File: src/rtl/countdown_timer.sv
// BCD countdown timer (SS:CC, 10 ms resolution) with load/start/pause control and expiry flag.
// Optional: define COUNTDOWN_AUTO_RELOAD_EN to reload the preset on expiry and keep running.
module countdown_timer #(
    parameter int TICK_DIV = 1000000,
    parameter int CNT_W    = 20
) (
    input  logic       i_clk,
    input  logic       i_rst_n,
    input  logic       i_cd_en,
    input  logic       i_load,
    input  logic       i_start,
    input  logic       i_pause,
    input  logic [2:0] i_load_sec_h,
    input  logic [3:0] i_load_sec_l,
    input  logic [3:0] i_load_msec_h,
    input  logic [3:0] i_load_msec_l,
    output logic [2:0] o_time_sec_h,
    output logic [3:0] o_time_sec_l,
    output logic [3:0] o_time_msec_h,
    output logic [3:0] o_time_msec_l,
    output logic       o_clk_out,
    output logic       o_time_out,
    output logic       o_load_err
);

    typedef enum logic [1:0] {S_IDLE, S_RUN, S_PAUSED, S_DONE} state_t;

    state_t           r_state;
    state_t           w_state_next;
    logic [CNT_W-1:0] r_div;
    logic [2:0]       r_sec_h, r_pre_sec_h;
    logic [3:0]       r_sec_l, r_msec_h, r_msec_l;
    logic [3:0]       r_pre_sec_l, r_pre_msec_h, r_pre_msec_l;
    logic             r_clk_out, r_time_out, r_load_err;

    logic             w_load_ok, w_load_bad, w_is_zero, w_is_one;
    logic             w_count, w_wrap, w_expire, w_start_idle;
    logic [2:0]       w_dec_sh;
    logic [3:0]       w_dec_sl, w_dec_mh, w_dec_ml;
    logic             w_b0, w_b1, w_b2;

    logic [CNT_W-1:0] w_div_next;
    logic [2:0]       w_sec_h_next;
    logic [3:0]       w_sec_l_next, w_msec_h_next, w_msec_l_next;
    logic             w_clk_out_next, w_time_out_next;

    assign w_load_ok  = i_load && (i_load_sec_h <= 3'd5) && (i_load_sec_l <= 4'd9)
                        && (i_load_msec_h <= 4'd9) && (i_load_msec_l <= 4'd9);
    assign w_load_bad = i_load && !w_load_ok;
    assign w_is_zero  = (r_sec_h == 3'd0) && (r_sec_l == 4'd0) && (r_msec_h == 4'd0) && (r_msec_l == 4'd0);
    assign w_is_one   = (r_sec_h == 3'd0) && (r_sec_l == 4'd0) && (r_msec_h == 4'd0) && (r_msec_l == 4'd1);

    // A valid load overrides any tick or start arriving in the same cycle.
    assign w_count      = (r_state == S_RUN) && i_cd_en && !i_pause && !w_load_ok;
    assign w_wrap       = w_count && (r_div == CNT_W'(TICK_DIV - 1));
    assign w_expire     = w_wrap && w_is_one;
    assign w_start_idle = (r_state == S_IDLE) && i_start && i_cd_en && !w_load_ok;

    // BCD decrement by one hundredth; 00.00 is never decremented.
    always_comb begin
        w_b0     = (r_msec_l == 4'd0);
        w_dec_ml = w_b0 ? 4'd9 : r_msec_l - 4'd1;
        w_b1     = w_b0 && (r_msec_h == 4'd0);
        w_dec_mh = w_b0 ? ((r_msec_h == 4'd0) ? 4'd9 : r_msec_h - 4'd1) : r_msec_h;
        w_b2     = w_b1 && (r_sec_l == 4'd0);
        w_dec_sl = w_b1 ? ((r_sec_l == 4'd0) ? 4'd9 : r_sec_l - 4'd1) : r_sec_l;
        w_dec_sh = w_b2 ? r_sec_h - 3'd1 : r_sec_h;
    end

    always_ff @(posedge i_clk or negedge i_rst_n) begin
        if (!i_rst_n) r_state <= S_IDLE;
        else          r_state <= w_state_next;
    end

    always_comb begin
        w_state_next = r_state;
        if (w_load_ok) begin
            w_state_next = S_IDLE;
        end else if (i_cd_en) begin
            case (r_state)
                S_IDLE: begin
                    if (i_start) w_state_next = w_is_zero ? S_DONE : S_RUN;
                end
                S_RUN: begin
                    if (i_pause) begin
                        w_state_next = S_PAUSED;
                    end else if (w_expire) begin
`ifdef COUNTDOWN_AUTO_RELOAD_EN
                        w_state_next = S_RUN;
`else
                        w_state_next = S_DONE;
`endif
                    end
                end
                S_PAUSED: begin
                    if (i_start && !i_pause) w_state_next = S_RUN;
                end
                default: w_state_next = r_state;
            endcase
        end
    end

    always_comb begin
        w_div_next    = r_div;
        w_sec_h_next  = r_sec_h;
        w_sec_l_next  = r_sec_l;
        w_msec_h_next = r_msec_h;
        w_msec_l_next = r_msec_l;
        w_clk_out_next = w_wrap;
`ifdef COUNTDOWN_AUTO_RELOAD_EN
        w_time_out_next = (r_state == S_DONE) && r_time_out;
`else
        w_time_out_next = r_time_out;
`endif
        if (w_load_ok) begin
            w_div_next      = '0;
            w_sec_h_next    = i_load_sec_h;
            w_sec_l_next    = i_load_sec_l;
            w_msec_h_next   = i_load_msec_h;
            w_msec_l_next   = i_load_msec_l;
            w_time_out_next = 1'b0;
        end else if (w_start_idle) begin
            w_div_next = '0;
            if (w_is_zero) w_time_out_next = 1'b1;
        end else if (w_count) begin
            w_div_next = w_wrap ? '0 : r_div + CNT_W'(1);
            if (w_wrap) begin
                w_sec_h_next  = w_dec_sh;
                w_sec_l_next  = w_dec_sl;
                w_msec_h_next = w_dec_mh;
                w_msec_l_next = w_dec_ml;
            end
            if (w_expire) begin
                w_time_out_next = 1'b1;
`ifdef COUNTDOWN_AUTO_RELOAD_EN
                w_sec_h_next  = r_pre_sec_h;
                w_sec_l_next  = r_pre_sec_l;
                w_msec_h_next = r_pre_msec_h;
                w_msec_l_next = r_pre_msec_l;
`endif
            end
        end
    end

    always_ff @(posedge i_clk or negedge i_rst_n) begin
        if (!i_rst_n) begin
            r_div        <= '0;
            r_sec_h      <= '0;
            r_sec_l      <= '0;
            r_msec_h     <= '0;
            r_msec_l     <= '0;
            r_pre_sec_h  <= '0;
            r_pre_sec_l  <= '0;
            r_pre_msec_h <= '0;
            r_pre_msec_l <= '0;
            r_clk_out    <= 1'b0;
            r_time_out   <= 1'b0;
            r_load_err   <= 1'b0;
        end else begin
            r_div      <= w_div_next;
            r_sec_h    <= w_sec_h_next;
            r_sec_l    <= w_sec_l_next;
            r_msec_h   <= w_msec_h_next;
            r_msec_l   <= w_msec_l_next;
            r_clk_out  <= w_clk_out_next;
            r_time_out <= w_time_out_next;
            r_load_err <= w_load_bad;
            if (w_load_ok) begin
                r_pre_sec_h  <= i_load_sec_h;
                r_pre_sec_l  <= i_load_sec_l;
                r_pre_msec_h <= i_load_msec_h;
                r_pre_msec_l <= i_load_msec_l;
            end
        end
    end

    assign o_time_sec_h  = r_sec_h;
    assign o_time_sec_l  = r_sec_l;
    assign o_time_msec_h = r_msec_h;
    assign o_time_msec_l = r_msec_l;
    assign o_clk_out     = r_clk_out;
    assign o_time_out    = r_time_out;
    assign o_load_err    = r_load_err;

endmodule

File: config.mk
export PLATFORM = sky130hd
export DESIGN_NAME = countdown_timer
export DESIGN_NICKNAME = d
export VERILOG_FILES = /design/src/rtl/countdown_timer.sv
export SDC_FILE = /design/constraint.sdc
export NUM_CORES = 1
export LEC_CHECK = 0
export ABC_CLOCK_PERIOD_IN_PS = 6200
export CORE_MARGIN = 1
export CORE_UTILIZATION = 55
export DETAILED_ROUTE_END_ITERATION = 10
export PLACE_DENSITY = 0.93
export REMOVE_ABC_BUFFERS = 1
export SYNTH_ARGS = -nofsm -noshare
export SYNTH_HDL_FRONTEND = slang
export SYNTH_SLANG_ARGS = --single-unit
File: constraint.sdc
create_clock -name i_clk -period 6.2 [get_ports i_clk]
set_clock_uncertainty 0.15 [all_clocks]
set_input_delay 1.24 -clock i_clk [delete_from_list [all_inputs] [get_ports i_clk]]
set_output_delay 1.24 -clock i_clk [all_outputs]
set_load 0.05 [all_outputs]
==> reports/results.ini, run 1 <==
[flow_run]
cap_viol_max_count = 0

[die]
count_of_pins_on_the_block_boundary = 39
floorplan.rows = 23
initial_core_util_pct = 58.7
die-width_um = 68.1
area_inside_the_core_boundary_sq_um = 4090
die_height_um = 68.1
full_die_area_sq_um = 4630

[power]
leakage_nw = 1.07
p_sw_share_pct = 39.8
power_switching_w = 0.000326
p_per_area_nw_per_um2 = 285
clock_power_share_pct = 18.8
seqPwrFrac_pct = 41.6
ir_worst_vdd_uv = 256
power.total_w = 0.000818
power_report.internal_total_w = 0.000493
combinationalPowerShare_pct = 39.5

[critical_path]
cp_data_required_time_ns = 6.22
worstPathMaxFanout = 26
worst_ep_arrival_time_ns = 3.81
criticalPathCategory = input port to register
critPathLaunchType = input port
timing.critical_path.to_type = register
rr_worst_depth = 7

[synthesis]
synthArstFlopShare_pct = 100
ys_ff_latch = 40
top_post_synthesis_cells_by_area = sky130_fd_sc_hd__dfrtp_1, sky130_fd_sc_hd__xnor2_1, sky130_fd_sc_hd__nor2_1
synthesized_area_fraction_occupied_by_adder_cells_pct = 3.13
synthesis.instances = 265
synth.yosys.seq_area_share_pct = 41.7
syn-mean-instance-area_sq_um = 9.06
synth-compound-area-share_pct = 16.1
synth.top_cell.area_share_pct = 41.7
synth_warnings = 0
combinational_family_with_the_most_area_after_synthesis = simple AND/OR/NAND/NOR gates
synth_simple_gate_area_share_pct = 26.9
synth_ff_type = sky130_fd_sc_hd__dfrtp_1
syn_area_sq_um = 2400
number_of_synthesized_flops_with_an_enable_pin = 0
synth-xor-area-share_pct = 8.03
synthDistinctLibCells = 47
synth_top_area_cell = sky130_fd_sc_hd__dfrtp_1
synth_mux_area_share_pct = 0.834

[outcome]
status = complete, no violations

[drt]
routed_vias_inst = 6.18
detail_route.wl_per_cell_um = 15.7
drtAntennaViolNets = 0
postRouteWirelength_mm = 5.46
drt_first_pass_iters = 5
detailedRoute.firstIterationViolations = 199
num_vias = 2157
route.detailed.drc = 0

[sta]
aggregate_negative_setup_slack_ns = 0
post-route-period-util_pct = 61.2
number_of_endpoints_with_negative_hold_slack_in_the_final_report = 0
maxSlewViolCount = 0
slew-limit-headroom_pct = 34.4
finalWorstSetupSlack_ns = 2.41
setup-violations-final = 0
achievable-frequency_ghz = 0.264
finalCriticalPeriod_ns = 3.79
unrepaired_setup_endpoints_after_global_routing = false
worst_slew_pin_slew_ns = 0.959

[clock_tree]
cts.htree.levels = 2
insertion_delay_to_the_later_sink_of_the_worst_skew_pair_ns = 0.28
clkTransAtPathRegs_ns = 0.07
post-cts-setup-buffer-count = 0
cts_buffers = 5
cts.hold.buffers_added = 0
clockRootBuffer = sky130_fd_sc_hd__clkbuf_8
post_cts.resized_instances = 0
clockBufferDepth = 2
clkSinkCount = 40
tritoncts = built

[final_layout]
final_nets = 328
final_common_cell = sky130_fd_sc_hd__dfrtp_1
layout-drive-gt1-share_pct = 5.69
antenna_cells_inserted = 0
num-fill-cells = 305
post-route-util_pct = 70.4
area.sequential_sq_um = 1000
multi_input_comb_area_sq_um = 1320
syn_to_final_growth_pct = 19.8
final_cell_mix = sky130_fd_sc_hd__dfrtp_1, sky130_fd_sc_hd__clkdlybuf4s50_1, sky130_fd_sc_hd__nor2_1, sky130_fd_sc_hd__nand2_1, sky130_fd_sc_hd__xnor2_1

[grt]
grt_antenna_before_repair = 0
grt_first_pass_wirelength_mm = 8.94
grt_start_max_net_pins = 41
grt-ovfl-total = 0
grt_pass1_vias = 2015
global_route.usage.total_pct = 25.9

[placement]
detailedPlace.worstSlack_ns = 2.12
portBuffers = 38
gp_congestion = 0.891
place.detailed.hpwl_mm = 3.96

[hold_path]
hp-class = register to register
holdPathStages = 1

==> layout make-up <==
class / count / share of cell area (%)
tap: 50 / 2.18
inverter: 7 / 0.914
timing repair buffer: 41 / 13.8
sequential: 40 / 34.8
multi-input combinational: 206 / 45.9
clock buffer: 5 / 2.39
==> power by group through the flow <==
stage / Clock, W / Sequential [W] / Combinational (W)
final: 0.000154 / 0.000341 / 0.000324
after global routing: 0.000168 / 0.000346 / 0.000346
after CTS: 0.000157 / 0.000340 / 0.000324
after detailed placement: 0 / 0.000344 / 0.000323
after global placement: 0 / 0.000344 / 0.000312
after floorplan: 0 / 0.000420 / 0.000132
==> synthesized netlist by cell type (4+ instances only) <==
cell type and count:
sky130_fd_sc_hd__nor2_1 27, sky130_fd_sc_hd__a31oi_1 5, sky130_fd_sc_hd__o21ai_0 15, sky130_fd_sc_hd__clkbuf_1 10, sky130_fd_sc_hd__nor4_1 8, sky130_fd_sc_hd__inv_1 7, sky130_fd_sc_hd__and2_1 4, sky130_fd_sc_hd__a21oi_1 13
sky130_fd_sc_hd__or3_1 5, sky130_fd_sc_hd__dfrtp_1 40, sky130_fd_sc_hd__nand2_1 25, sky130_fd_sc_hd__ha_1 6, sky130_fd_sc_hd__nand3_1 8, sky130_fd_sc_hd__xnor2_1 21, sky130_fd_sc_hd__o31ai_1 4, sky130_fd_sc_hd__nand4_1 8
sky130_fd_sc_hd__a211oi_1 6
==> sequential cells by signal, indices dropped and copies added (netlist names), 2 cells and up <==
name	cells
r_div	20
o_time_msec_h	4
o_time_sec_l	4
o_time_sec_h	3
o_time_msec_l	4
r_state	2
==> per-layer routing <==
| metal | track usage, % | up-vias | routed length (um) |
|---|---|---|---|
| li1 | - | 1043 | - |
| met1 | 33.2 | 1016 | 2420 |
| met2 | 42.8 | 92 | 2590 |
| met3 | 5.33 | 6 | 391 |
| met4 | 9.11 | 0 | 60 |
| met5 | 0 | - | 0 |
==> critical path, cell delays in order <==
cell and delay [ns]:
sky130_fd_sc_hd__clkdlybuf4s50_1 0.53, sky130_fd_sc_hd__nand3b_4 0.25, sky130_fd_sc_hd__or3_1 0.59, sky130_fd_sc_hd__or3_1 0.57, sky130_fd_sc_hd__o31a_1 0.33, sky130_fd_sc_hd__o31a_1 0.28
==> stage by stage <==
| step | hold slack (ns) | cell area (sq um) | instances |
|---|---|---|---|
| CTS | 0.366 | 2880 | 349 |
| floorplan | 0.326 | 2350 | 253 |
| finish | 0.369 | 2880 | 349 |
| global placement | 0.346 | 2810 | 344 |
| global route | 0.409 | 2880 | 349 |
| detailed placement | 0.352 | 2810 | 344 |
==> path summary, 6_finish.rpt <==
| kind | slack [ns] | end | from |
|---|---|---|---|
| min in group asynchronous | 0.92 | o_time_sec_l[2] | i_rst_n |
| setup reg to reg | 3.14 | o_time_sec_l[3] | r_state[1] |
| setup / recovery | 2.41 | o_time_sec_l[3] | i_cd_en |
| max in group asynchronous | 4.43 | r_div[10] | i_rst_n |
| hold reg to reg | 0.37 | r_div[0] | r_div[0] |
| hold / removal | 0.37 | r_div[0] | r_div[0] |
==> logic make-up after synthesis <==
group	Yosys count
AND/OR/NAND/NOR	116
AO/OA/AOI/OAI	60
flip-flops	40
XOR/XNOR	22
buffers and inverters	19
adder cells (fa/ha/maj)	6
multiplexers	2
(Power assumes the default switching activity.)
==> inputs of run 2 (changes only) <==
--- a/config.mk
+++ b/config.mk
@@ -5,11 +5,11 @@
 export SDC_FILE = /design/constraint.sdc
 export NUM_CORES = 1
 export LEC_CHECK = 0
-export ABC_CLOCK_PERIOD_IN_PS = 6200
+export ABC_CLOCK_PERIOD_IN_PS = 3370
 export CORE_MARGIN = 1
-export CORE_UTILIZATION = 55
+export CORE_UTILIZATION = 48
 export DETAILED_ROUTE_END_ITERATION = 10
-export PLACE_DENSITY = 0.93
+export PLACE_DENSITY = 0.87
 export REMOVE_ABC_BUFFERS = 1
 export SYNTH_ARGS = -nofsm -noshare
 export SYNTH_HDL_FRONTEND = slang
==> constraint.sdc (replaced) <==
create_clock -name i_clk -period 3.37 [get_ports i_clk]
set_clock_uncertainty 0.15 [all_clocks]
set_input_delay 0.674 -clock i_clk [delete_from_list [all_inputs] [get_ports i_clk]]
set_output_delay 0.674 -clock i_clk [all_outputs]
set_load 0.05 [all_outputs]
==> run 2 against run 1 <==
Worst setup slack worse by 1.9 ns. Flip-flop and latch count unchanged. Register-to-register slack got worse by 2.4 ns. Critical path depth up 1. Largest power group unchanged.
==> reports/results.ini, run 2 (synthesis results as in run 1) <==
[grt]
global_route.usage.total_pct = 24.6
grt_antenna_before_repair = 0
grt_pass1_vias = 2183
grt_start_max_net_pins = 41
grt_first_pass_wirelength_mm = 10.1
grt-ovfl-total = 0

[final_layout]
final_cell_mix = sky130_fd_sc_hd__dfrtp_1, sky130_fd_sc_hd__clkdlybuf4s50_1, sky130_fd_sc_hd__nor2_1, sky130_fd_sc_hd__nand2_1, sky130_fd_sc_hd__xnor2_1
antenna_cells_inserted = 0
largest_register_ffs = 20
syn_to_final_growth_pct = 25.4
registers.top_by_ff_count = r_div
final_common_cell = sky130_fd_sc_hd__dfrtp_1
num-fill-cells = 405
final_nets = 338
layout-drive-gt1-share_pct = 9.29

[clock_tree]
clkTransAtPathRegs_ns = 0.08
clkSinkCount = 40
tritoncts = built
clockBufferDepth = 2
post-cts-setup-buffer-count = 0
insertion_delay_to_the_later_sink_of_the_worst_skew_pair_ns = 0.30
cts.hold.buffers_added = 0
cts.htree.levels = 2
cts_buffers = 5
post_cts.resized_instances = 0
clockRootBuffer = sky130_fd_sc_hd__clkbuf_8

[drt]
detailedRoute.firstIterationViolations = 142
postRouteWirelength_mm = 5.93
routed_vias_inst = 5.94
route.detailed.drc = 0
detail_route.wl_per_cell_um = 15.6
drtAntennaViolNets = 0
drt_first_pass_iters = 4
num_vias = 2250

[die]
count_of_pins_on_the_block_boundary = 39
floorplan.rows = 25
die_height_um = 72.7
die-width_um = 72.7
initial_core_util_pct = 50.5
area_inside_the_core_boundary_sq_um = 4750
full_die_area_sq_um = 5290

[sta]
slew-limit-headroom_pct = 40.2
number_of_endpoints_with_negative_hold_slack_in_the_final_report = 0
finalCriticalPeriod_ns = 2.90
maxSlewViolCount = 0
achievable-frequency_ghz = 0.345
finalWorstSetupSlack_ns = 0.473
aggregate_negative_setup_slack_ns = 0
setup-violations-final = 0
unrepaired_setup_endpoints_after_global_routing = false
hold-worst-slack_ns = 0.350
worst_slew_pin_slew_ns = 0.897
post-route-period-util_pct = 86.0

[critical_path]
timing.critical_path.to_type = register
critical-path-top-delay-family = compound AO/OA/AOI/OAI gates
cp_data_required_time_ns = 3.44
r2r_endpoint = o_time_sec_l[3]
setup.worst_path.start = i_load
crit_path_top_delay_cell = sky130_fd_sc_hd__a2111oi_0
worst_ep_arrival_time_ns = 2.97
criticalPathCategory = input port to register
critPathLaunchType = input port
rr_startpoint = r_state[1]
worstPathMaxFanout = 8
regToRegSetupSlack_ns = 0.74
critical_path.cell_chain = clkdlybuf4s50_1 -> a21boi_0 -> a41oi_1 -> a2111oi_0 -> buf_4 -> nand4_1 -> a21oi_1
crit_path_max_incr_delay_ns = 0.59
rr_worst_depth = 7
worstPathBufferInverterCount = 2

[power]
ir_worst_vdd_uv = 345
p_per_area_nw_per_um2 = 544
leakage_nw = 1.14

[placement]
gp_congestion = 0.922
portBuffers = 38
detailedPlace.worstSlack_ns = 0.271
place.detailed.hpwl_mm = 4.20

[flow_run]
cap_viol_max_count = 0

[outcome]
status = complete, no violations

[hold_path]
hp-class = input port to async pin

run 2: how the worst max path moves through the flow:
stage                      end  slack (ns)  cells past startpoint
5_1_grt              r_div[18]        0.24                      7
3_5_place_dp   o_time_sec_l[3]        0.27                      6
2_1_floorplan        r_div[19]        0.48                      5
3_3_place_gp   o_time_sec_l[3]        0.31                      6
6_report             r_div[18]        0.47                      7
4_1_cts              r_div[18]        0.51                      7
run 2: per-layer routing:
metal	wire length, um	global-route usage, %	vias to the layer above
met1	2600	31.4	1083
met5	0	0	-
met2	2840	40.3	90
met4	157	10.0	0
met3	337	5.52	19
li1	-	-	1058
run 2: worst register-to-register path, cell delays in order (launching register included):
cell and delay (ns):
sky130_fd_sc_hd__dfrtp_1 0.40, sky130_fd_sc_hd__inv_1 0.09, sky130_fd_sc_hd__ha_1 0.26, sky130_fd_sc_hd__nand3b_4 0.10, sky130_fd_sc_hd__or3_1 0.38, sky130_fd_sc_hd__or3_1 0.54, sky130_fd_sc_hd__o31a_1 0.33, sky130_fd_sc_hd__o31a_1 0.27
run 2: where the power goes:
group          internal (W)  total (W)  leakage [nW]  switching, W
clock network      0.000220   0.000392        0.0552      0.000172
registers          0.000546   0.000632         0.518     0.0000866
logic              0.000238   0.000614         0.567      0.000376
total               0.00100    0.00164          1.14      0.000635
run 2: stage by stage:
step,power (W),util (%),area [sq um],std cells
final,0.00164,63.3,3010,379
after global routing,0.00172,63.3,3010,379
after CTS,0.00164,63.3,3010,379
after detailed placement,0.00125,61.1,2900,371
after global placement,0.00123,61.1,2900,371
after floorplan,0.00101,-,2350,253
run 2: layout make-up:
type,count,area (sq um),share of cell area (%)
repair buffers,51,473,15.7
inverters,7,26.3,0.873
well taps,67,83.8,2.78
clock buffers,6,72.6,2.41
clock inverters,2,35.0,1.16
multi-input cells,206,1320,43.8
flip-flops and latches,40,1000,33.3
